### src/rtl/audio_output_buffer_pkg.sv
// Shared audio definitions: sample width, stereo sample layout and the
// output-buffer state encodings, reused by later audio blocks.
package audio_output_buffer_pkg;

    localparam int unsigned AUDIO_SAMPLE_WIDTH = 16;

    typedef enum logic {
        AOB_STATE_PRIME = 1'b0,
        AOB_STATE_RUN   = 1'b1
    } aob_state_e;

    typedef struct packed {
        logic [AUDIO_SAMPLE_WIDTH-1:0] l;
        logic [AUDIO_SAMPLE_WIDTH-1:0] r;
    } stereo_sample_t;

endpackage

### src/rtl/audio_output_buffer_if.sv
// Sample, status and flag-clear signals between the mixer/DAC side and the
// output buffer; the buffer itself takes the slave view.
interface audio_output_buffer_if #(
    parameter int unsigned DEPTH_LOG2 = 3
);
    import audio_output_buffer_pkg::*;

    logic                          audio_in_valid;
    logic [AUDIO_SAMPLE_WIDTH-1:0] audio_in_l;
    logic [AUDIO_SAMPLE_WIDTH-1:0] audio_in_r;
    logic [AUDIO_SAMPLE_WIDTH-1:0] audio_out_l;
    logic [AUDIO_SAMPLE_WIDTH-1:0] audio_out_r;
    logic                          audio_out_valid;
    logic [DEPTH_LOG2:0]           fifo_level;
    logic                          overflow;
    logic                          underrun;
    logic                          flags_clear;

    modport master (
        output audio_in_valid, audio_in_l, audio_in_r, flags_clear,
        input  audio_out_l, audio_out_r, audio_out_valid, fifo_level,
               overflow, underrun
    );

    modport slave (
        input  audio_in_valid, audio_in_l, audio_in_r, flags_clear,
        output audio_out_l, audio_out_r, audio_out_valid, fifo_level,
               overflow, underrun
    );

endinterface

### src/rtl/audio_output_buffer_sample_rate_tick.sv
// Fractional-accumulator rate generator: emits a registered one-cycle tick
// at exactly RATE per second from a CLK_FREQ clock, with no long-run drift.
module sample_rate_tick #(
    parameter int unsigned CLK_FREQ = 50_000_000,
    parameter int unsigned RATE     = 44100
) (
    input  logic clk_2x,
    input  logic reset_n,
    output logic tick
);

    logic [31:0] acc_q, acc_d;
    logic [32:0] sum;
    logic        tick_q, tick_d;

    // The extra sum bit keeps the compare exact when CLK_FREQ is near 2^32.
    always_comb begin
        sum    = {1'b0, acc_q} + 33'(RATE);
        acc_d  = sum[31:0];
        tick_d = 1'b0;
        if (sum >= 33'(CLK_FREQ)) begin
            acc_d  = 32'(sum - 33'(CLK_FREQ));
            tick_d = 1'b1;
        end
    end

    // NOTE: state registers use non-blocking assignments so every flop
    // samples the pre-edge values regardless of process ordering.
    always_ff @(posedge clk_2x or negedge reset_n) begin
        if (!reset_n) begin
            acc_q  <= '0;
            tick_q <= 1'b0;
        end else begin
            acc_q  <= acc_d;
            tick_q <= tick_d;
        end
    end

    assign tick = tick_q;

endmodule

### src/rtl/audio_output_buffer.sv
// Elastic stereo FIFO that releases samples at a fixed rate; it primes to
// half-full before playing and drops back to priming when it runs dry.
module audio_output_buffer
    import audio_output_buffer_pkg::*;
#(
    parameter int unsigned CLK_2X_FREQ = 50_000_000,
    parameter int unsigned SAMPLE_RATE = 44100,
    parameter int unsigned DEPTH_LOG2  = 3
) (
    input  logic                 clk_2x,
    input  logic                 reset_n,
    audio_output_buffer_if.slave bus
);

    localparam int unsigned DEPTH = 1 << DEPTH_LOG2;
    localparam int unsigned PTR_W = DEPTH_LOG2 + 1;
    localparam logic [PTR_W-1:0] PRIME_THRESHOLD = PTR_W'(DEPTH / 2);

    logic tick;

    sample_rate_tick #(
        .CLK_FREQ (CLK_2X_FREQ),
        .RATE     (SAMPLE_RATE)
    ) u_tick (
        .clk_2x  (clk_2x),
        .reset_n (reset_n),
        .tick    (tick)
    );

    stereo_sample_t        mem_q [DEPTH];
    stereo_sample_t        in_sample;
    stereo_sample_t        out_q, out_d;
    logic [PTR_W-1:0]      wr_ptr_q, wr_ptr_d, rd_ptr_q, rd_ptr_d, level;
    logic [DEPTH_LOG2-1:0] wr_idx, rd_idx;
    logic                  empty, full, push, pop, drop, underrun_set;
    logic                  out_valid_q, out_valid_d;
    logic                  overflow_q, overflow_d, underrun_q, underrun_d;
    aob_state_e            state_q, state_d;

    assign in_sample = {bus.audio_in_l, bus.audio_in_r};
    assign wr_idx    = wr_ptr_q[DEPTH_LOG2-1:0];
    assign rd_idx    = rd_ptr_q[DEPTH_LOG2-1:0];
    assign level     = wr_ptr_q - rd_ptr_q;
    assign empty     = (wr_ptr_q == rd_ptr_q);
    assign full      = (wr_ptr_q[PTR_W-1] != rd_ptr_q[PTR_W-1]) && (wr_idx == rd_idx);

    // NOTE: every signal written here gets a default first so no path can
    // leave it unassigned and infer a latch.
    always_comb begin
        state_d      = state_q;
        pop          = 1'b0;
        underrun_set = 1'b0;
        case (state_q)
            AOB_STATE_PRIME: begin
                if (level >= PRIME_THRESHOLD) state_d = AOB_STATE_RUN;
            end
            AOB_STATE_RUN: begin
                if (tick) begin
                    if (!empty) begin
                        pop = 1'b1;
                    end else begin
                        underrun_set = 1'b1;
                        state_d      = AOB_STATE_PRIME;
                    end
                end
            end
            default: state_d = AOB_STATE_PRIME;
        endcase
    end

    // A pop in the same cycle frees the slot a full FIFO would otherwise refuse.
    always_comb begin
        push        = bus.audio_in_valid && (!full || pop);
        drop        = bus.audio_in_valid && full && !pop;
        wr_ptr_d    = wr_ptr_q + PTR_W'(push);
        rd_ptr_d    = rd_ptr_q + PTR_W'(pop);
        out_d       = pop ? mem_q[rd_idx] : out_q;
        out_valid_d = tick;
        overflow_d  = bus.flags_clear ? 1'b0 : (overflow_q | drop);
        underrun_d  = bus.flags_clear ? 1'b0 : (underrun_q | underrun_set);
    end

    always_ff @(posedge clk_2x or negedge reset_n) begin
        if (!reset_n) begin
            state_q     <= AOB_STATE_PRIME;
            wr_ptr_q    <= '0;
            rd_ptr_q    <= '0;
            out_q       <= '0;
            out_valid_q <= 1'b0;
            overflow_q  <= 1'b0;
            underrun_q  <= 1'b0;
        end else begin
            state_q     <= state_d;
            wr_ptr_q    <= wr_ptr_d;
            rd_ptr_q    <= rd_ptr_d;
            out_q       <= out_d;
            out_valid_q <= out_valid_d;
            overflow_q  <= overflow_d;
            underrun_q  <= underrun_d;
        end
    end

    // NOTE: the storage array has no reset; clearing the pointers already
    // discards its contents, and leaving it unreset keeps it a plain RAM.
    always_ff @(posedge clk_2x) begin
        if (push) mem_q[wr_idx] <= in_sample;
    end

    assign bus.audio_out_l     = out_q.l;
    assign bus.audio_out_r     = out_q.r;
    assign bus.audio_out_valid = out_valid_q;
    assign bus.fifo_level      = level;
    assign bus.overflow        = overflow_q;
    assign bus.underrun        = underrun_q;

endmodule

### src/flat_wrapper.sv
// flat-port wrapper written by rule: the top's interface ports become plain ports
module audio_output_buffer_flat import audio_output_buffer_pkg::*;
#(
    parameter int unsigned CLK_2X_FREQ = 50_000_000,
    parameter int unsigned SAMPLE_RATE = 44100,
    parameter int unsigned DEPTH_LOG2  = 3
)
  (clk_2x, reset_n, bus_audio_in_valid, bus_audio_in_l, bus_audio_in_r, bus_flags_clear, bus_audio_out_l, bus_audio_out_r, bus_audio_out_valid, bus_fifo_level, bus_overflow, bus_underrun);
  audio_output_buffer_if #(.DEPTH_LOG2(DEPTH_LOG2)) bus_i ();
  input  logic clk_2x;
  input  logic reset_n;
  input wire logic [$bits(bus_i.audio_in_valid)-1:0] bus_audio_in_valid;
  input wire logic [$bits(bus_i.audio_in_l)-1:0] bus_audio_in_l;
  input wire logic [$bits(bus_i.audio_in_r)-1:0] bus_audio_in_r;
  input wire logic [$bits(bus_i.flags_clear)-1:0] bus_flags_clear;
  output wire logic [$bits(bus_i.audio_out_l)-1:0] bus_audio_out_l;
  output wire logic [$bits(bus_i.audio_out_r)-1:0] bus_audio_out_r;
  output wire logic [$bits(bus_i.audio_out_valid)-1:0] bus_audio_out_valid;
  output wire logic [$bits(bus_i.fifo_level)-1:0] bus_fifo_level;
  output wire logic [$bits(bus_i.overflow)-1:0] bus_overflow;
  output wire logic [$bits(bus_i.underrun)-1:0] bus_underrun;
  assign bus_i.audio_in_valid = bus_audio_in_valid;
  assign bus_i.audio_in_l = bus_audio_in_l;
  assign bus_i.audio_in_r = bus_audio_in_r;
  assign bus_i.flags_clear = bus_flags_clear;
  assign bus_audio_out_l = bus_i.audio_out_l;
  assign bus_audio_out_r = bus_i.audio_out_r;
  assign bus_audio_out_valid = bus_i.audio_out_valid;
  assign bus_fifo_level = bus_i.fifo_level;
  assign bus_overflow = bus_i.overflow;
  assign bus_underrun = bus_i.underrun;
  audio_output_buffer #(.CLK_2X_FREQ(CLK_2X_FREQ), .SAMPLE_RATE(SAMPLE_RATE), .DEPTH_LOG2(DEPTH_LOG2)) u_core (.clk_2x(clk_2x), .reset_n(reset_n), .bus(bus_i));
endmodule
### config.mk
export PLATFORM = sky130hd
export DESIGN_NAME = audio_output_buffer_flat
export DESIGN_NICKNAME = d
export VERILOG_FILES = /design/src/rtl/audio_output_buffer_pkg.sv /design/src/rtl/audio_output_buffer_if.sv /design/src/rtl/audio_output_buffer_sample_rate_tick.sv /design/src/rtl/audio_output_buffer.sv /design/src/flat_wrapper.sv
export SDC_FILE = /design/constraint.sdc
export NUM_CORES = 1
export LEC_CHECK = 0
export ABC_AREA = 1
export CAP_MARGIN = 25
export CELL_PAD_IN_SITES_DETAIL_PLACEMENT = 1
export CELL_PAD_IN_SITES_GLOBAL_PLACEMENT = 1
export CORE_ASPECT_RATIO = 1.1
export CORE_MARGIN = 1.5
export CORE_UTILIZATION = 40
export DETAILED_ROUTE_END_ITERATION = 12
export PLACE_DENSITY = 0.77
export SLEW_MARGIN = 5
export SYNTH_ARGS = -nofsm -noshare
export SYNTH_HDL_FRONTEND = slang
export SYNTH_SLANG_ARGS = --single-unit
export TNS_END_PERCENT = 100
### constraint.sdc
create_clock -name clk_2x -period 5.6 [get_ports clk_2x]
set_input_delay 1.68 -clock clk_2x [delete_from_list [all_inputs] [get_ports clk_2x]]
set_output_delay 1.68 -clock clk_2x [all_outputs]
set_load 0.05 [all_outputs]
==> results of run 1 <==
layer usage:
layer	share of wire [%]	vias to the layer above	wire length [µm]
met4	2.9	0	1210
met3	3.8	85	1590
met1	41	5375	17400
li1	-	4914	-
met5	0	-	0
met2	52	236	21900
registers in the layout (all words and copies together), names as in the netlist:
| register | flops |
|---|---|
| u_core.rd_ptr_q | 4 |
| u_core.bus.underrun | 1 |
| u_core.u_tick.acc_q | 30 |
| u_core.bus.audio_out_r | 16 |
| u_core.wr_ptr_q | 4 |
| u_core.mem_q | 256 |
| u_core.state_q | 1 |
| u_core.bus.overflow | 1 |
| u_core.bus.audio_out_valid | 1 |
| u_core.u_tick.tick | 1 |
| u_core.bus.audio_out_l | 16 |
layout make-up:
type	instances	share of cell area, %
Timing Repair Buffer	93	5.90
Sequential cell	331	54.0
Tap cell	494	3.49
Clock inverter	22	1.62
Clock buffer	44	5.65
Inverter	142	3.03
Multi-Input combinational cell	844	26.3
critical path: cells and delay by family, from the launching register on:
| family | cells | cell delay, ns |
|---|---|---|
| flip-flops | 1 | 0.77 |
| adder cells (fa/ha/maj) | 2 | 0.70 |
| buffers and inverters | 2 | 0.94 |
stage by stage:
stage | total power [µW] | hold WS (ns)
finish | 6440 | 0.462
global route | 6630 | 0.480
CTS | 6460 | 0.452
detailed placement | 3870 | 0.445
global placement | 3750 | 0.440
floorplan | 3430 | 0.374
power by group:
group / internal, µW / switching (µW) / leakage, µW
Sequential: 2970 / 91.0 / 0.00332
Clock: 1570 / 1020 / 0.000639
Combinational: 238 / 555 / 0.00279
Total: 4770 / 1670 / 0.00675
kinds of logic after synthesis:
group	count (synthesis)	synth area share [%]
AOI/OAI and AO/OA	271	9.78
buffers and inverters	197	5.17
and+or+nand+nor	466	13.8
adders and majority gates	10	0.887
xor gates and xnor gates	27	1.63
DFF	331	64.0
muxes	70	4.74
synth_stat cells, types with 3 or more instances:
master / number / area, µm²
nor3_1: 6 / 30.0
edfxtp_1: 256 / 7690
nand3b_1: 4 / 30.0
mux2i_1: 64 / 641
clkbuf_1: 44 / 165
ha_1: 9 / 113
nand4_1: 9 / 56.3
xnor2_1: 5 / 43.8
inv_2: 10 / 37.5
o21ai_0: 155 / 776
nand3_1: 98 / 490
nor2_1: 75 / 282
nor2_2: 14 / 87.6
xor2_1: 21 / 184
nand2_2: 25 / 156
mux2_2: 6 / 67.6
buf_4: 3 / 22.5
o211ai_1: 34 / 255
nand2_1: 227 / 852
inv_1: 129 / 484
dfrtp_1: 75 / 1880
buf_1: 4 / 15.0
a21oi_1: 74 / 370
path summary, 6_finish.rpt:
kind | endpoint | slack [ns] | cells after the start
hold / removal | u_core.bus.audio_out_valid | 0.46 | 0
setup / recovery | bus_fifo_level[1] | 0.96 | 4
min in group asynchronous | u_core.u_tick.acc_q[6] | 1.16 | 1
max in group asynchronous | u_core.bus.audio_out_r[0] | 3.49 | 2
setup reg to reg | u_core.mem_q[6][15] | 1.85 | 9
hold reg to reg | u_core.bus.audio_out_valid | 0.46 | 0
layout by cell type, fill, tap and decap left out, types with 4 or more instances in the layout:
| master | synthesis | routed |
|---|---|---|
| clkbuf_8 | 0 | 5 |
| nand4_1 | 9 | 9 |
| clkdlybuf4s50_1 | 0 | 71 |
| buf_12 | 0 | 4 |
| nand3_1 | 98 | 98 |
| xor2_1 | 21 | 21 |
| a21oi_1 | 74 | 74 |
| mux2i_1 | 64 | 64 |
| nor3_1 | 6 | 6 |
| buf_4 | 3 | 12 |
| inv_1 | 129 | 129 |
| edfxtp_1 | 256 | 256 |
| o211ai_1 | 34 | 34 |
| bufinv_16 | 0 | 6 |
| nand2_2 | 25 | 25 |
| nor2_1 | 75 | 65 |
| inv_6 | 0 | 5 |
| nor2_2 | 14 | 16 |
| buf_16 | 0 | 6 |
| clkbuf_16 | 0 | 37 |
| nand3b_1 | 4 | 4 |
| o21ai_0 | 155 | 155 |
| nor2_4 | 1 | 9 |
| ha_1 | 9 | 9 |
| inv_2 | 10 | 11 |
| clkinv_2 | 0 | 7 |
| mux2_2 | 6 | 6 |
| dfrtp_1 | 75 | 73 |
| xnor2_1 | 5 | 5 |
| nand2_1 | 227 | 227 |
==> reports/metrics.cfg, run 1 <==
[critical_path]
crit_fanout = 42
worstPathRequired_ns = 3.92
crit_start = u_core.rd_ptr_q[0]
crit_chain = ha_1 -> fa_1 -> inv_1 -> clkdlybuf4s50_1
cp.arrival_ns = 2.96
crit_slowest_cell = clkdlybuf4s50_1
r2r-start = u_core.rd_ptr_q[1]
crit_path_start_kind = flop
setup.worst_path.end_class = output pin
crit_type = reg -> out
critPathMaxStageDelay_ns = 0.82

[route]
routed_via_density = 5.39
num_vias = 10610
drtAntennaViolNets = 0
drt_iter0_markers = 771
drt-pass1-iter-count = 5
post_drt_wl_per_cell_um = 21.4
wl_um = 42100
drt_drc_violations_left = 0

[timing]
fin_skew_ns = 0.0240
final.min_clock_period_ns = 4.64
final-max-slew-violation-count = 0
timing.fmax_ghz = 0.216
setup_viol = 0
post-route-worst-setup-slack_ns = 0.962
period_share_pct = 82.8
rsz0062_at_grt = false
relSlewSlack_pct = 43.5
hold_violations = 0
tns_ns = 0
tightest_slew_ns = 0.848

[clocking]
hold_buffers = 0
insertion_delay_ns = 0.54
clkSlewWorstSetupHoldPaths_ns = 0.06
cts_tree = done
cts_sinks = 331
ctsResizeCount = 0
post_cts_buffers = 0
cts_root_buf = clkbuf_16
clk_path_buf_depth = 3
htree_num_levels = 2
cts_buffers = 36

[layout]
regArea_um2 = 9570
multi_input_comb_area_um2 = 4670
final_cells = 1970
diodes = 0
final_util_pct = 48.0
syn_to_final_growth_pct = 18.7
nNetsFinal = 1494
drive_gt1_share_pct = 11.2
design_area_um2 = 17700
fill_cells = 3936

[grt]
grt_util_met3_pct = 3.19
grt_antenna_before_repair = 0
top_usage_layer = met2
grt_first_pass_wirelength_um = 65600
grt_max_degree = 89
grtUsageMet2_pct = 40.5
grt_usage_pct = 22.2
grt_pass1_vias = 11541
use_met1_pct = 26.5
grt.overflow.total = 0

[yosys]
netlist_instances = 1372
synthFlopType = edfxtp_1
synth_edf_count = 256
yosysWarnings = 0
syn_nets = 1418
avgSynthCellArea_um2 = 10.9
async_flop_share_pct = 22.7
yosysSeqAreaShare_pct = 64.0
ys_ff_latch = 331
synth.distinct_cells = 42
netlist_area_um2 = 14900

[place]
portBuffers = 74
pre_cts_ws_ns = 1.21
gp_congestion = 0.877
dp_hpwl_um = 26900
placed_cell_area_um2 = 16400
place_inst = 1901

[floorplanning]
start_util_pct = 40.5
rows = 74
core_area_um2 = 36900
io_pins = 75
dieArea_um2 = 38500
chipHeight_um = 206
die_width_um = 187

[min_path]
hold_path_class = reg -> reg
hp-start = u_core.u_tick.tick

[power_and_ir_drop]
cellPowerDensity_nw_per_um2 = 363
p_leak_uw = 0.00675
vdd_drop_max_mv = 0.416

[flow_run]
maxCapViolCount = 0

[status]
status = finished, final reports clean

No activity file was read; power rests on OpenSTA's default activity.
==> run 2: changes to the inputs <==
- PLACE_DENSITY: 0.77 -> 0.79
- clock period: 5.6 -> 4.2 ns (I/O delays scaled with it)
==> run 2 against run 1 <==
Effect of this change: cell area shrank 0.53%; largest power group unchanged; clock power grew 26%; largest cell class unchanged; cell count is the same; die area is the same; power grew 29%.
==> reports/metrics.cfg, run 2 (same netlist as run 1, synthesis figures left out) <==
[floorplanning]
dieArea_um2 = 38500
io_pins = 75
die_width_um = 187
start_util_pct = 40.5
core_area_um2 = 36900
chipHeight_um = 206
rows = 74

[layout]
nNetsFinal = 1495
final_cell_mix = 256 x edfxtp_1, 227 x nand2_1, 155 x o21ai_0, 129 x inv_1, 98 x nand3_1
final_common_cell = edfxtp_1
drive_gt1_share_pct = 11.0
syn_to_final_growth_pct = 18.0
regMostFlops = u_core.mem_q
largest_reg_flops = 256
final_util_pct = 47.7
diodes = 0
largest_registers = u_core.mem_q: 256 flops, u_core.u_tick.acc_q: 30 flops
design_area_um2 = 17600

[timing]
timing.fmax_ghz = 0.254
period_share_pct = 93.6
tns_ns = 0
post-route-worst-setup-slack_ns = 0.270
tightest_slew_ns = 1.02
hold_violations = 0
final-max-slew-violation-count = 0
rsz0062_at_grt = false
relSlewSlack_pct = 31.8
setup_viol = 0
fin_skew_ns = 0.0143
final.min_clock_period_ns = 3.93

[route]
drt_drc_violations_left = 0
drt_iter0_markers = 751
num_vias = 10515
routed_via_density = 5.34
drt-pass1-iter-count = 5
wl_um = 40200
post_drt_wl_per_cell_um = 20.4
drtAntennaViolNets = 0

[grt]
grt_usage_pct = 21.2
grt.overflow.total = 0
grt_first_pass_wirelength_um = 63500
grt_pass1_vias = 11444
grt_antenna_before_repair = 1
grt_max_degree = 188

[clocking]
cts_buffers = 36
clk_path_buf_depth = 3
post_cts_buffers = 0
clkSlewWorstSetupHoldPaths_ns = 0.06
htree_num_levels = 2
hold_buffers = 0
ctsResizeCount = 0
cts_tree = done
insertion_delay_ns = 0.53
cts_sinks = 331
cts_root_buf = clkbuf_16

[min_path]
hold_path_class = reg -> reg
hp-start = u_core.u_tick.tick
hold_end = u_core.bus.audio_out_valid
holdPathStages = 0

[critical_path]
cp.arrival_ns = 2.67
reg2reg_to = u_core.u_tick.acc_q[24]
crit_fanout = 2
crit_type = reg -> out
r2r_slack_ns = 1.15
setup.worst_path.end_class = output pin
reg2reg_depth = 17
worstPathRequired_ns = 2.94
r2r-start = u_core.u_tick.acc_q[2]
crit_path_start_kind = flop

[place]
placed_cell_area_um2 = 16400
portBuffers = 74
dp_hpwl_um = 25600
gp_congestion = 0.849
pre_cts_ws_ns = 0.569

[power_and_ir_drop]
vdd_drop_max_mv = 0.423
cellPowerDensity_nw_per_um2 = 471
p_leak_uw = 0.00670

[flow_run]
maxCapViolCount = 0

[status]
status = finished, final reports clean

-- run 2: cell count changes in the layout (fill, tap and decap cells not counted), sizes merged --
cell and delta:
clkbuf +2, bufinv -3, inv -4, clkinv +4, buf +1
-- run 2: worst max-delay path by stage --
| stage | startpoint | to | depth (start not counted) |
|---|---|---|---|
| after floorplan | u_core.rd_ptr_q[1] | u_core.mem_q[0][0] | 9 |
| after global placement | bus_audio_in_valid | u_core.mem_q[0][7] | 6 |
| after detailed placement | bus_audio_in_valid | u_core.mem_q[0][9] | 6 |
| after CTS | u_core.rd_ptr_q[0] | bus_fifo_level[1] | 4 |
| after global routing | u_core.rd_ptr_q[0] | bus_fifo_level[1] | 4 |
| final | u_core.rd_ptr_q[0] | bus_fifo_level[1] | 4 |
-- run 2: metal layers --
layer	GRT usage, %	up-vias	share of wire, %
li1	-	4909	-
met4	7.92	0	3.1
met3	2.85	79	4.0
met2	39.0	250	52
met1	25.4	5277	41
met5	0	-	0
-- run 2: layout make-up --
type | instances | area [µm²]
Fill cell | 3896 | 19300
Clock inverter | 19 | 195
Sequential cell | 331 | 9570
Timing Repair Buffer | 94 | 1030
Tap cell | 494 | 618
Multi-Input combinational cell | 844 | 4670
Inverter | 142 | 538
Clock buffer | 46 | 1020
-- run 2: metrics by stage --
step	hold slack [ns]	total power (µW)	std cells
2_1_floorplan	0.374	4570	1372
3_3_place_gp	0.452	5050	1904
3_5_place_dp	0.455	5140	1904
4_1_cts	0.459	8380	1969
5_1_grt	0.500	8570	1970
6_report	0.468	8310	1970
-- run 2: where the power goes --
group | switching, µW | internal (µW)
registers | 109 | 3950
clock network | 1330 | 1910
logic | 708 | 302
-- run 2: critical path, cell delays in order (launching register included) --
cell	delay, ns
dfrtp_4	0.50
ha_1	0.24
fa_1	0.44
inv_1	0.13
clkdlybuf4s50_1	0.83
==> run 3: changes to the inputs <==
- CORE_MARGIN: 1.5 -> 4
==> run 3 against run 2 <==
Effect of this change: sequential power barely moved; cell count rose by 0.25%; routed wire length rose by 2.3%; clock skew rose by 0.011 ns; hold slack got worse by 0.0069 ns; first-iteration DRC count rose by 14%; utilization rose by 0.36 points; non-clock buffer count rose by 2; combinational power barely moved; clock power rose by 12%; largest cell class unchanged.
==> reports/metrics.cfg, run 3 (same netlist as run 1, synthesis figures left out) <==
[timing]
relSlewSlack_pct = 35.5
period_share_pct = 85.9
setup_viol = 0
tns_ns = 0
rsz0062_at_grt = false
hold_violations = 0
final.min_clock_period_ns = 3.61
timing.fmax_ghz = 0.277
fin_skew_ns = 0.0255
tightest_slew_ns = 0.968
final-max-slew-violation-count = 0

[grt]
grt_antenna_before_repair = 0
grt_first_pass_wirelength_um = 65100
grt_max_degree = 98
grt_usage_pct = 20.6
grt.overflow.total = 0
grt_pass1_vias = 11541

[route]
drt_iter0_markers = 857
routed_via_density = 5.34
drt_drc_violations_left = 0
drtAntennaViolNets = 0
drt-pass1-iter-count = 5
num_vias = 10541
post_drt_wl_per_cell_um = 20.8
wl_um = 41100

[place]
portBuffers = 74
gp_congestion = 0.868
dp_hpwl_um = 26300

[clocking]
ctsResizeCount = 0
insertion_delay_ns = 0.54
hold_buffers = 0
htree_num_levels = 2
post_cts_buffers = 0
cts_root_buf = clkbuf_16
clkSlewWorstSetupHoldPaths_ns = 0.06
cts_buffers = 37
cts_tree = done
cts_sinks = 331
clk_path_buf_depth = 3

[critical_path]
cp.arrival_ns = 2.35
critPathMaxStageDelay_ns = 0.51
worstPathRequired_ns = 2.94
crit_fanout = 2
crit_slowest_cell = xnor2_1
crit_type = reg -> out
setup.worst_path.end_class = output pin
crit_chain = ha_1 -> fa_1 -> xnor2_1 -> buf_12
crit_path_start_kind = flop

[floorplanning]
io_pins = 75
dieArea_um2 = 40500
rows = 74
core_area_um2 = 37000
start_util_pct = 40.4
die_width_um = 192
chipHeight_um = 211

[layout]
final_common_cell = edfxtp_1
regMostFlops = u_core.mem_q
syn_to_final_growth_pct = 19.2
drive_gt1_share_pct = 11.5
final_cell_mix = 256 x edfxtp_1, 227 x nand2_1, 155 x o21ai_0, 129 x inv_1, 98 x nand3_1
largest_reg_flops = 256
final_util_pct = 48.1
fill_cells = 3995
largest_registers = u_core.mem_q: 256 flops, u_core.u_tick.acc_q: 30 flops
nNetsFinal = 1498
diodes = 0

[power_and_ir_drop]
p_leak_uw = 0.00679
cellPowerDensity_nw_per_um2 = 488
vdd_drop_max_mv = 0.362

[min_path]
hold_path_class = reg -> reg

[flow_run]
maxCapViolCount = 0

[status]
status = finished, final reports clean

==> run 3: cell type report <==
type                            instances  area, µm²  share of cell area, %
Clock inverter                         17        284                   1.59
Timing Repair Buffer                   96       1040                   5.81
Tap cell                              494        618                   3.47
Clock buffer                           51       1100                   6.18
Sequential cell                       331       9570                   53.7
Inverter                              142        538                   3.02
Multi-Input combinational cell        844       4670                   26.2
==> run 3: final timing paths <==
path / cells after the start / start / end / slack [ns]
setup / recovery: 4 / u_core.rd_ptr_q[0] / bus_fifo_level[2] / 0.59
hold / removal: 1 / u_core.u_tick.acc_q[2] / u_core.u_tick.acc_q[2] / 0.46
setup reg to reg: 17 / u_core.u_tick.acc_q[2] / u_core.u_tick.acc_q[17] / 1.21
hold reg to reg: 1 / u_core.u_tick.acc_q[2] / u_core.u_tick.acc_q[2] / 0.46
max in group asynchronous: 1 / reset_n / u_core.rd_ptr_q[0] / 2.58
min in group asynchronous: 1 / reset_n / u_core.u_tick.acc_q[8] / 0.87
==> run 3: metrics by stage <==
stage	instance area, µm²	hold slack, ns	power, µW	worst slack, ns	instances
2_1_floorplan	14900	0.374	4570	0.619	1372
3_3_place_gp	16400	0.452	5040	0.661	1905
4_1_cts	17800	0.470	8790	0.562	1973
3_5_place_dp	16400	0.460	5120	0.595	1905
6_report	17800	0.461	8700	0.594	1975
5_1_grt	17800	0.488	9020	0.488	1975
==> run 3: metal layers <==
metal | global-route usage [%] | vias up | part of all wire [%] | routed length (µm)
met2 | 36.5 | 259 | 52 | 21300
met5 | 0 | - | 0 | 0
met1 | 25.8 | 5292 | 40 | 16500
li1 | - | 4918 | - | -
met3 | 2.84 | 72 | 4.7 | 1930
met4 | 7.16 | 0 | 3.3 | 1360
==> run 3: worst max-delay path, delay by kind of cell, from the launching register on <==
family,cells,cell delay (ns)
buffers and inverters,1,0.21
xor gates and xnor gates,1,0.51
DFF,1,0.47
adders and majority gates,2,0.63
==> run 3: report_power, final <==
part           total [µW]  internal (µW)  leakage, µW  switching [µW]
sequential           4070           3950      0.00332             116
combinational         996            294      0.00279             702
clock                3630           2280     0.000681            1350
total                8700           6530      0.00679            2170
